File: src/rtl/store_merge.sv
// store_merge: sub-word store unit for the multicycle CPU.
// Narrows a register value to byte/halfword/word and performs an aligned
// read-modify-write on a word-wide data memory port.
//
// Ports:
//   clk, rst_n          clock, synchronous active-low reset
//   start, size, addr,  request handshake from the control FSM; size
//   wdata               00 byte, 01 half, 10 word, 11 illegal
//   busy, done, err     status: busy while in flight, one-cycle done/err pulses
//   mem_addr, mem_re,   word-wide memory port; requests held until mem_ready
//   mem_we, mem_wdata,
//   mem_rdata, mem_ready
module store_merge (
   input  logic        clk,
   input  logic        rst_n,
   input  logic        start,
   input  logic [1:0]  size,
   input  logic [31:0] addr,
   input  logic [31:0] wdata,
   output logic        busy,
   output logic        done,
   output logic        err,
   output logic [31:0] mem_addr,
   output logic        mem_re,
   output logic        mem_we,
   output logic [31:0] mem_wdata,
   input  logic [31:0] mem_rdata,
   input  logic        mem_ready
);

   typedef enum logic [2:0] {StIdle, StRead, StWrite, StFin, StFault} state_e;

   state_e      state_q, state_d;
   logic [31:0] addr_q, addr_d;
   logic [1:0]  size_q, size_d;
   // Only the low halfword is needed for the merge; word stores bypass it.
   logic [15:0] wdata_q, wdata_d;
   logic [31:0] mem_wdata_q, mem_wdata_d;
   logic        fault;
   logic [31:0] merged;

   always_comb begin
      fault = (size == 2'b11) ||
              ((size == 2'b01) && addr[0]) ||
              ((size == 2'b10) && (addr[1:0] != 2'b00));
   end

   // Replace the addressed lane(s) of the read word; everything else passes through.
   always_comb begin
      merged = mem_rdata;
      if (size_q == 2'b00) begin
         unique case (addr_q[1:0])
            2'b00: merged[7:0]   = wdata_q[7:0];
            2'b01: merged[15:8]  = wdata_q[7:0];
            2'b10: merged[23:16] = wdata_q[7:0];
            2'b11: merged[31:24] = wdata_q[7:0];
         endcase
      end else if (addr_q[1]) begin
         merged[31:16] = wdata_q;
      end else begin
         merged[15:0] = wdata_q;
      end
   end

   always_comb begin
      state_d     = state_q;
      addr_d      = addr_q;
      size_d      = size_q;
      wdata_d     = wdata_q;
      mem_wdata_d = mem_wdata_q;
      case (state_q)
         StIdle: begin
            if (start) begin
               addr_d  = addr;
               size_d  = size;
               wdata_d = wdata[15:0];
               if (fault) begin
                  state_d = StFault;
               end else if (size == 2'b10) begin
                  state_d     = StWrite;
                  mem_wdata_d = wdata;
               end else begin
                  state_d = StRead;
               end
            end
         end
         StRead: begin
            if (mem_ready) begin
               mem_wdata_d = merged;
               state_d     = StWrite;
            end
         end
         StWrite: begin
            if (mem_ready) state_d = StFin;
         end
         StFin:   state_d = StIdle;
         StFault: state_d = StIdle;
         default: state_d = StIdle;
      endcase
   end

   always_ff @(posedge clk) begin
      if (!rst_n) begin
         state_q     <= StIdle;
         addr_q      <= 32'h0;
         size_q      <= 2'b00;
         wdata_q     <= 16'h0;
         mem_wdata_q <= 32'h0;
      end else begin
         state_q     <= state_d;
         addr_q      <= addr_d;
         size_q      <= size_d;
         wdata_q     <= wdata_d;
         mem_wdata_q <= mem_wdata_d;
      end
   end

   always_comb begin
      busy      = (state_q != StIdle);
      done      = (state_q == StFin);
      err       = (state_q == StFault);
      mem_re    = (state_q == StRead);
      mem_we    = (state_q == StWrite);
      mem_addr  = {addr_q[31:2], 2'b00};
      mem_wdata = mem_wdata_q;
   end

endmodule
File: config.mk
export PLATFORM = sky130hd
export DESIGN_NAME = store_merge
export DESIGN_NICKNAME = d
export VERILOG_FILES = /design/src/rtl/store_merge.sv
export SDC_FILE = /design/constraint.sdc
export NUM_CORES = 1
export LEC_CHECK = 0
export CORE_ASPECT_RATIO = 1.4
export CORE_UTILIZATION = 39
export DETAILED_ROUTE_END_ITERATION = 7
export PLACE_DENSITY_LB_ADDON = 0.05
export SLEW_MARGIN = 40
export SYNTH_ARGS = -nofsm -noshare
export SYNTH_HDL_FRONTEND = slang
export SYNTH_SLANG_ARGS = --single-unit
File: constraint.sdc
create_clock -name clk -period 1.58 [get_ports clk]
set_input_delay 0.395 -clock clk [delete_from_list [all_inputs] [get_ports clk]]
set_output_delay 0.395 -clock clk [all_outputs]
set_load 0.01 [all_outputs]
==> summary.md <==
| Metric | Value |
|---|---|
| EDFF count, synth | 0 |
| Required @ worst endpoint | 1180 ps |
| Hold-fix buffer count after cts | 0 |
| Post-Synth XOR/XNOR Area | 0 |
| Grt ovf | 0 |
| Max Cap Violations | 0 |
| Die height | 123 um |
| DP Wirelength | 8010 um |
| Core footprint | 10000 um^2 |
| Outcome | finished with violations |
| Total Routing Usage GR | 0.232 |
| Pwr/cell area | 1010 nW/um^2 |
| Critical path class | reg2out |
| First drt pass iteration count | 4 |
| Critical path cell sequence | or3b_4, clkinv_2, buf_2 |
| DRC Markers | 0 |
| Post-synthesis async set-or-reset flop share | 0 |
| Starting density of the core | 0.406 |
| Failing checks | negative setup slack |
| Worst skew pair latency | 330 ps |
| Final WS setup | -103 ps |
| Switching share of power | 0.284 |
| Cell area after layout | 6170 um^2 |
| Count of yosys warnings during synthesis | 0 |
| Wire per inst | approximately 16 um |
| Compound-Gate Fraction of Synth Area | 0.233 |
| Synth Area in Adders | 0 |
| Slew Limit Fails | 0 |
| Seq/Total Area, Yosys | 0.419 |
| Routability cong. | a little over 0.8 |
| Via count | 3985 |
| Final nets | 741 |
| Post-synthesis sequential element count | between 80 and 90 |
| Fmax achieved | roughly 590 MHz |
| Crit-path slowest cell | or3b_4 |
| CP max FO | 3 |
| Rows | 43 |
| Worst Skew | around 7.4 ps |
| Final hold violation count | 0 |
| Multiplexer share of the synthesized area | 0.0616 |
| RSZ-0062 raised after global routing | yes |
| Worst-case clock buffer depth | 2 |
| CTS Root Cell | clkbuf_16 |
| Hold Path Class | in2reg |
| Power Total | 6.22 mW |
| Die area | about 11000 um^2 |
| Pin count of the biggest net entering global routing | 52 |
| Antenna viol nets, final | 0 |
| Layout cell share with drive strength beyond 1 | 0.137 |
| Part of the power in combinational logic | 0.271 |
| Slew HR | 0.644 |
| Synth Instances | a little under 500 |
| Most common cell after layout, fill and taps aside | nand2_1 |
| CP Capture Type | primary output |
| Routed WL | between 10000 and 15000 um |
| Clk pwr share | 0.333 |
| Worst path max stage delay | approximately 430 ps |
| Count of final setup violators | 34 |
| Largest family of logic cells by synthesized area | compound AO/OA/AOI/OAI gates |
| VDD IR-drop max | 0.532 mV |
| Routed vias/inst | 5.12 |
| Initial antenna violation count | 0 |
| Yosys top cell area share | 0.419 |
| Syn Std Cell Area | just over 4000 um^2 |
| Pleak | between 2 and 3 nW |
| Worst-margin pin slew | around 530 ps |
| Clock sink count | 85 |
| Sequential share of power | 0.396 |
| Worst-path clk slew | about 60 ps |
| Top cells by area, synth | dfxtp_1 42%, nand2_1 11%, a21oi_1 6.2% |
| Io pins | 171 |
| H-tree Lvls | 3 |
| Port bufs | ~170 |
| Synth Flop Type | dfxtp_1 |
| Simple-Gate Fraction of Synth Area | 0.175 |
| Crit path DAT | 1290 ps |
| Syn Area/Cell | 8.22 um^2 |
| Dpl cell area | approximately 5700 um^2 |
| CTS tree | built |
| CTS Buf Count | 9 |
| Pint | 4.46 mW |
| Period utilisation layout | 1.07 |
| Most frequent cells in the layout | 117 x nand2_1, 96 x clkdlybuf4s50_1, 82 x dfxtp_1 |
| Die X | around 90 um |
| Vias in the first global route | 3970 |
| Cell type with the largest total area after synthesis | dfxtp_1 |
| Antenna fix cells | 0 |
| # fillers | between 900 and 1000 |
| Synthesis-to-finish area growth | 51.8% |
| Yosys cell types | 35 |
| Global-route wire length before repair | 19400 um |
| Sw Pwr | 1.77 mW |
| Setup crit start kind | register |
| Final Critical Period | 1680 ps |
| Initial DRC count | 205 |
sequential cells by signal (all words and copies together) (netlist names):
signal,cells
wdata_q,16
mem_wdata,32
addr_q,32
size_q,2
state_q,3
power groups by stage:
stage / sequential [mW] / combinational, mW / clock [mW]
4_1_cts: 2.46 / 1.69 / 2.14
2_1_floorplan: 2.51 / 0.949 / 0
6_report: 2.46 / 1.69 / 2.07
5_1_grt: 2.49 / 1.84 / 2.23
3_3_place_gp: 2.50 / 1.66 / 0
3_5_place_dp: 2.51 / 1.68 / 0
area by class of cell:
class,count,area (um^2),share of cell area
clock buffers,12,246,0.0400
well taps,135,169,0.0274
flip-flops and latches,85,1710,0.277
multi-input cells,335,1970,0.319
repair buffers,202,2010,0.325
clock inverters,4,47.5,0.00771
inverters,6,23.8,0.00385
worst max-delay path, delay by kind of cell, from the launching register on:
family        cells  cell delay [ps]
simple gates      1              430
flops             1              330
buf+inv           2              190
repair_timing:
| action | 4_1_cts | 5_1_grt |
|---|---|---|
| setup buffers | 8 | 0 |
| setup endpoints to repair | 151 | 87 |
| pin swaps | 7 | 8 |
| gates resized for setup | 114 | 13 |
| gates cloned | 4 | 1 |
| endpoints found under the hold margin | 0 | 0 |
layer usage:
metal | vias to the layer above | wire length [um] | track usage
met5 | - | 0 | 0
met4 | 0 | 193 | 0.0796
met3 | 17 | 803 | 0.0525
met2 | 145 | 6140 | 0.405
met1 | 1845 | 5080 | 0.275
li1 | 1978 | - | -
synthesized netlist by cell type, types with 4 or more instances:
| cell type | instances |
|---|---|
| a21oi_1 | 50 |
| o21ai_1 | 4 |
| a21o_1 | 17 |
| nor2_1 | 27 |
| a31oi_1 | 16 |
| o21ai_0 | 14 |
| nand2_1 | 117 |
| buf_6 | 4 |
| mux2_2 | 8 |
| a32o_1 | 16 |
| dfxtp_1 | 85 |
| clkbuf_1 | 24 |
| buf_2 | 9 |
| buf_4 | 33 |
| nand2b_1 | 10 |
| o221ai_1 | 16 |
| mux2i_1 | 16 |
cells by family (layout without fill, tap and decap cells):
group | count (synthesis) | count (layout)
other cells | 1 | 2
buf+inv | 76 | 224
simple gates | 168 | 169
compound gates | 140 | 140
flops | 85 | 85
mux | 24 | 24
worst paths after layout:
kind,start,to,slack [ps],depth (start not counted)
worst max register to register,state_q[0]$_SDFFE_PN0P_,mem_wdata[0]$_SDFFE_PN0P_,-100,6
worst min-delay path,addr[1],addr_q[1]$_SDFFE_PN0P_,430,4
worst max-delay path,state_q[2]$_SDFFE_PN0P_,mem_re,-100,3
worst min register to register,addr_q[25]$_SDFFE_PN0P_,addr_q[25]$_SDFFE_PN0P_,450,2
through the flow:
step	cells	setup TNS, ps	utilization	setup slack, ps	hold WS (ps)
6_report	779	-1690	0.616	-103	434
5_1_grt	779	-5700	0.616	-150	448
4_1_cts	779	-3750	0.615	-129	452
3_5_place_dp	752	-53890	0.574	-669	446
3_3_place_gp	752	-52330	0.574	-643	439
2_1_floorplan	495	-2020	-	-135	434
Power figures use the tool's default switching activity.
